`src/rtl/traffic_request_scheduler.sv`:
```
// Request front end for the traffic controller: synchronise and debounce three KEYs,
// latch presses, grant them round-robin one at a time. Optional macro: SERVE_TIMEOUT_EN.
module traffic_request_scheduler #(
  parameter int DEBOUNCE_CYCLES = 270000,
  parameter int DB_CNT_W        = 19,
  parameter int TIMEOUT_CYCLES  = 27000000
) (
  input  logic       clk_27,
  input  logic       reset_bar,
  input  logic       left_turn_request_n,
  input  logic       walk_ns_request_n,
  input  logic       walk_ew_request_n,
  input  logic       phase_done,
  output logic [2:0] grant,
  output logic [2:0] pending,
  output logic       busy,
  output logic       timeout_err
);

  typedef enum logic {IDLE, SERVE} state_e;

  localparam logic [DB_CNT_W-1:0] DB_LAST = DB_CNT_W'(DEBOUNCE_CYCLES - 1);

  logic [2:0] key_n;
  logic [2:0] sync1_q, sync2_q;
  logic [2:0] level;
  logic [2:0] level_prev_q;
  logic [2:0] press;

  assign key_n = {walk_ew_request_n, walk_ns_request_n, left_turn_request_n};

  // Idle level of a KEY is high, so the synchroniser resets to "released".
  always_ff @(posedge clk_27 or negedge reset_bar) begin
    if (!reset_bar) begin
      sync1_q      <= 3'b111;
      sync2_q      <= 3'b111;
      level_prev_q <= 3'b111;
    end else begin
      // NOTE: sequential state uses non-blocking assignments so every flop samples pre-edge values.
      sync1_q      <= key_n;
      sync2_q      <= sync1_q;
      level_prev_q <= level;
    end
  end

  for (genvar i = 0; i < 3; i++) begin : g_db
    logic                level_q;
    logic [DB_CNT_W-1:0] cnt_q;

    always_ff @(posedge clk_27 or negedge reset_bar) begin
      if (!reset_bar) begin
        level_q <= 1'b1;
        cnt_q   <= '0;
      end else if (sync2_q[i] == level_q) begin
        cnt_q <= '0;
      end else if (cnt_q == DB_LAST) begin
        level_q <= sync2_q[i];
        cnt_q   <= '0;
      end else begin
        cnt_q <= cnt_q + 1'b1;
      end
    end

    assign level[i] = level_q;
  end

  // Only the falling edge of the debounced level counts; release is ignored.
  assign press = level_prev_q & ~level;

  state_e     state_q, state_d;
  logic [2:0] grant_q, grant_d;
  logic [2:0] pending_q, pending_d;
  logic [1:0] last_q, last_d;
  logic       timeout_q, timeout_d;
  logic [1:0] sel, idx;
  logic       found;
  logic       timed_out;

  always_comb begin
    found = 1'b0;
    sel   = 2'd0;
    idx   = (last_q == 2'd2) ? 2'd0 : last_q + 2'd1;
    for (int k = 0; k < 3; k++) begin
      if (!found && pending_q[idx]) begin
        found = 1'b1;
        sel   = idx;
      end
      idx = (idx == 2'd2) ? 2'd0 : idx + 2'd1;
    end
  end

`ifdef SERVE_TIMEOUT_EN
  localparam int TO_W = $clog2(TIMEOUT_CYCLES);
  localparam logic [TO_W-1:0] TO_LAST = TO_W'(TIMEOUT_CYCLES - 1);

  logic [TO_W-1:0] to_cnt_q;

  // Held at zero in IDLE, so it starts from zero on every entry to SERVE.
  always_ff @(posedge clk_27 or negedge reset_bar) begin
    if (!reset_bar)             to_cnt_q <= '0;
    else if (state_q == SERVE)  to_cnt_q <= to_cnt_q + 1'b1;
    else                        to_cnt_q <= '0;
  end

  assign timed_out = (to_cnt_q == TO_LAST);
`else
  assign timed_out = 1'b0;
`endif

  always_comb begin
    // NOTE: every combinational output gets a default first, so no path can infer a latch.
    state_d   = state_q;
    grant_d   = grant_q;
    last_d    = last_q;
    timeout_d = 1'b0;
    pending_d = pending_q;
    unique case (state_q)
      IDLE: begin
        if (found) begin
          state_d          = SERVE;
          grant_d          = 3'b001 << sel;
          last_d           = sel;
          pending_d[sel]   = 1'b0;
        end
      end
      SERVE: begin
        if (phase_done) begin
          state_d = IDLE;
          grant_d = '0;
        end else if (timed_out) begin
          state_d   = IDLE;
          grant_d   = '0;
          timeout_d = 1'b1;
        end
      end
      default: state_d = IDLE;
    endcase
    // A press in the same cycle as its grant wins, leaving the request queued again.
    pending_d = pending_d | press;
  end

  always_ff @(posedge clk_27 or negedge reset_bar) begin
    if (!reset_bar) begin
      state_q   <= IDLE;
      grant_q   <= '0;
      pending_q <= '0;
      last_q    <= 2'd2;
      timeout_q <= 1'b0;
    end else begin
      state_q   <= state_d;
      grant_q   <= grant_d;
      pending_q <= pending_d;
      last_q    <= last_d;
      timeout_q <= timeout_d;
    end
  end

  assign grant       = grant_q;
  assign pending     = pending_q;
  assign busy        = (state_q == SERVE);
  assign timeout_err = timeout_q;

endmodule

```
`config.mk`:
```
export PLATFORM = sky130hd
export DESIGN_NAME = traffic_request_scheduler
export DESIGN_NICKNAME = d
export VERILOG_FILES = /design/src/rtl/traffic_request_scheduler.sv
export SDC_FILE = /design/constraint.sdc
export NUM_CORES = 1
export LEC_CHECK = 0
export CORE_ASPECT_RATIO = 0.8
export CORE_UTILIZATION = 51
export DETAILED_ROUTE_END_ITERATION = 10
export GPL_ROUTABILITY_DRIVEN = 1
export GPL_TIMING_DRIVEN = 0
export PLACE_DENSITY = 0.71
export SYNTH_ARGS = -nofsm -noshare
export SYNTH_HDL_FRONTEND = slang
export SYNTH_SLANG_ARGS = --single-unit
```
`constraint.sdc`:
```
create_clock -name clk_27 -period 4.06 [get_ports clk_27]
set_input_delay 1.218 -clock clk_27 [delete_from_list [all_inputs] [get_ports clk_27]]
set_output_delay 1.218 -clock clk_27 [all_outputs]
set_load 0.05 [all_outputs]
```
==> metrics.log, run 1 <==
INFO  metric ys_seq_elements = 78
INFO  metric tritoncts = yes
INFO  metric route.top_layer_used = met4
INFO  metric grt_start_max_net_pins = 48
INFO  metric crit_required = around 2.8 ns
INFO  metric cts.path.max_buffers = 2
INFO  metric layout.cells.most_common_list = 65 x sky130_fd_sc_hd__dfrtp_1, 57 x sky130_fd_sc_hd__nor2_1, 29 x sky130_fd_sc_hd__xor2_1, 22 x sky130_fd_sc_hd__nand2_1, 21 x sky130_fd_sc_hd__nand3_1
INFO  metric clock_latency = 0.36 ns
INFO  metric detailroute.wirelength.met2 = 3030 um
INFO  metric reg2reg_setup_slack = 1.76 ns
INFO  metric first_pass_iteration_count_of_the_detailed_router = 4
INFO  metric post_dp_cell_area = 3880 sq um
INFO  metric dieHeight = 77.5 um
INFO  metric timing.hold.worst_endpoint = sync2_q[1]$_DFF_PN1_
INFO  metric synth.yosys.seq_area_share = a little over half
INFO  metric start_point_of_the_worst_min_delay_path = sync1_q[1]$_DFF_PN1_
INFO  metric starting_density_of_the_core = 52.7%
INFO  metric finClkSkew = a little over 0.01 ns
INFO  metric path_depth = 1
INFO  metric post_cts_hold_buffer_count = 0
INFO  metric synth_ff_type = sky130_fd_sc_hd__dfrtp_1
INFO  metric finalInstanceArea = 4060 sq um
INFO  metric ys_warn_count = 0
INFO  metric globalplace.congestion = a little under 0.8
INFO  metric design.portCount = 14
INFO  metric synth.avg_cell_area = 10.1 sq um
INFO  metric crit_path_leading_delay_family = buffers and inverters
INFO  metric final_common_cell = sky130_fd_sc_hd__dfrtp_1
INFO  metric clock.fmax = 341 MHz
INFO  metric grt.total_usage = 20.2%
INFO  metric grt_first_pass_wirelength = 11400 um
INFO  metric regToRegEndpoint = g_db[1].cnt_q[5]$_DFF_PN0_
INFO  metric max_stage_delay = 0.86 ns
INFO  metric detail_route.vias_per_cell = 5.58
INFO  metric power_leakage = 1.71 nW
INFO  metric unrepaired_setup_endpoints_after_global_routing = false
INFO  metric transition_time_at_the_pin_with_the_least_slew_margin = 0.803 ns
INFO  metric via_count = 2658
INFO  metric drt_first_iter_violations = 90
INFO  metric nNetsFinal = 393
INFO  metric yosys.cell_types.count = slightly above 40
INFO  metric hpwlAfterDp = 4380 um
INFO  metric min_path_cells = 0
INFO  metric clock-root-buffer = sky130_fd_sc_hd__clkbuf_8
INFO  metric die_footprint = between 7000 and 8000 sq um
INFO  metric max_stage_delay_cell_worst_path = sky130_fd_sc_hd__clkdlybuf4s50_1
INFO  metric hold_class = reg -> reg
INFO  metric routedLengthMet1 = approximately 3300 um
INFO  metric asyncSetResetFlopFracSynth = 100%
INFO  metric postRouteWirelength = roughly 6700 um
INFO  metric post_cts_buffers = 0
INFO  metric area_delta_synth_final = 11.9%
INFO  metric setup.worst_path.class = reg -> out
INFO  metric worstPathBufferInverterCount = 1
INFO  metric clkSlewWorstSetupHoldPaths = 0.08 ns
INFO  metric synthesis.instances = 360
INFO  metric inserted_diodes = 0
INFO  metric netlist_area = 3630 sq um
INFO  metric floorplan.core_area = just under 7000 sq um
INFO  metric detail_route.wl_per_cell = 14.0 um
INFO  metric power = 0.00139 W
INFO  metric dr_wl_met3 = approximately 240 um
INFO  metric fillCellCount = 595
INFO  metric timing.max_slew.rel_slack = a little under half
INFO  metric timing_max_transition_violations_final = 0
INFO  metric timing_hold_violations_final = 0
INFO  metric max-cap-violations = 0
INFO  metric startpoint_type = flop
INFO  metric min_period_over_period = 72.2%
INFO  metric drt_drc_violations_left = 0
INFO  metric place.port_buffers = 12
INFO  metric hold_slack = approximately 0.36 ns
INFO  metric htree_levels = 3
INFO  metric worst_ep_arrival_time = 1.71 ns
INFO  metric final.min_clock_period = 2.93 ns
INFO  metric finalWorstSetupSlack = 1.13 ns
INFO  metric outcome = complete, no violations
INFO  metric via_count_of_the_first_global_routing_pass = 2554
INFO  metric worstPathCellList = clkdlybuf4s50_1
INFO  metric cts.sink_count = about 80
INFO  metric endpoint_kind = primary output
INFO  metric multi_input_comb_area = about 1600 sq um
INFO  metric detail_route_antenna_nets = 0
INFO  metric post_cts.resized_instances = 0
INFO  metric number_of_antenna_violations_at_the_first_check_in_global_routing = 0
INFO  metric worst-path-max-fanout = 8
INFO  metric critPathLaunch = pending[1]$_DFF_PN0_
INFO  metric die_x = 96.3 um
INFO  metric worst_r2r_startpoint = g_db[1].cnt_q[0]$_DFF_PN0_
INFO  metric syn_nets = ~370
INFO  metric ff2ff_path_depth = 7
INFO  metric finalSetupViolCount = 0
INFO  metric grt_overflow_total = 0
INFO  metric p_per_area = 341 nW/um^2
INFO  metric register_cell_area_after_layout = 1970 sq um
INFO  metric num_rows = 27
INFO  metric final_core_util = 58.9%
INFO  metric post_route_cells_drive_above_1_share = 10.8%
INFO  metric vdd.ir_drop.worst = 0.248 mV
INFO  metric numCtsBuffers = 9
INFO  metric synth-edff-count = 0
INFO  metric worst_setup_slack_post_dpl = 1.53 ns
## metrics by stage
step                setup TNS, ns  instances
floorplan                       0        360
global placement           -60.84        459
detailed placement              0        460
CTS                             0        476
global route                    0        476
finish                          0        476
## layer usage
layer / global-route usage (%) / up-vias
met2: 30.3 / 49
met1: 26.6 / 1301
met5: 0 / -
met4: 7.79 / 0
met3: 7.35 / 7
li1: - / 1301
## worst max-delay path by stage
stage	end	slack [ns]
finish	pending[1]	1.13
global route	pending[1]	1.07
CTS	pending[1]	1.12
detailed placement	pending[1]	1.53
global placement	g_db[2].cnt_q[13]$_DFF_PN0_	-0.93
floorplan	pending[2]	2.16
## final cells by class
cell class	count	area share (%)
Sequential cell	78	48.5
Multi-Input combinational cell	256	38.3
Timing Repair Buffer	13	3.57
Clock buffer	11	3.48
Tap cell	87	2.68
Buffer	15	1.63
Inverter	11	1.02
Clock inverter	5	0.863
## flip-flops by register name, indices dropped and copies added, names as in the netlist
signal	cells
g_db.cnt_q	57
g_db.level_q	3
grant	3
level_prev_q	3
pending	3
sync1_q	3
sync2_q	3
last_q	2
busy	1
## power breakdown
group	switching, W	leakage [nW]	total (W)	internal [W]
Combinational	0.0000420	0.589	0.0000622	0.0000202
Sequential	0.00000922	1.04	0.000799	0.000790
Clock	0.000286	0.0893	0.000525	0.000239
## cell usage after synthesis, types with 4 or more instances
cell type                  count  area (sq um)
sky130_fd_sc_hd__a21oi_1      10          50.1
sky130_fd_sc_hd__and4_1        8          70.1
sky130_fd_sc_hd__nand3_1      21           105
sky130_fd_sc_hd__nor3_1        7          35.0
sky130_fd_sc_hd__and3_1        5          31.3
sky130_fd_sc_hd__clkbuf_1      9          33.8
sky130_fd_sc_hd__buf_2         5          25.0
sky130_fd_sc_hd__nand4_1      17           106
sky130_fd_sc_hd__dfrtp_1      65          1630
sky130_fd_sc_hd__xor2_1       29           254
sky130_fd_sc_hd__o21ai_0      13          65.1
sky130_fd_sc_hd__or3_1         7          43.8
sky130_fd_sc_hd__inv_1        11          41.3
sky130_fd_sc_hd__dfstp_2      13           342
sky130_fd_sc_hd__nand2_1      22          82.6
sky130_fd_sc_hd__nor4_1        8          50.1
sky130_fd_sc_hd__xnor2_1      13           114
sky130_fd_sc_hd__nor2_1       57           214
sky130_fd_sc_hd__and2_1        4          25.0
## kinds of logic (layout without fill, tap and decap cells)
| kind of cell | count (synthesis) | after routing | share of synthesized area [%] |
|---|---|---|---|
| adder cells (fa/ha/maj) | 3 | 3 | 1.03 |
| multiplexers | 4 | 4 | 1.21 |
| flip-flops | 78 | 78 | 54.2 |
| AND/OR/NAND/NOR | 170 | 170 | 24.4 |
| XOR/XNOR | 42 | 42 | 10.1 |
| other | 1 | 1 | 0.103 |
| buffers and inverters | 26 | 55 | 2.96 |
| AO/OA/AOI/OAI | 36 | 36 | 5.93 |
Power figures use the tool's default switching activity.
==> inputs of run 2 (changes only) <==
Clock period 4.06 ns to 2.7 ns, I/O delays scaled along.
==> results of run 2 <==
The final DEF is identical to that of run 1. Status: complete, no violations.
Among the figures that moved: setup slack after placement 1.53 ns -> 0.454 ns; setup slack after layout 1.13 ns -> 0.178 ns; register-to-register setup slack 1.76 ns -> 0.40 ns; total power 0.00139 W -> 0.00209 W; worst IR drop on VDD 0.248 mV -> 0.373 mV
==> inputs of run 3 (changes only) <==
Settings changed: CTS_CLUSTER_DIAMETER from default to 100.
==> results of run 3 <==
The final DEF is identical to that of run 1. Status: complete, no violations.
Among the figures that moved: setup slack after placement 1.53 ns -> 0.454 ns; setup slack after layout 1.13 ns -> 0.178 ns; register-to-register setup slack 1.76 ns -> 0.40 ns; total power 0.00139 W -> 0.00209 W; worst IR drop on VDD 0.248 mV -> 0.373 mV
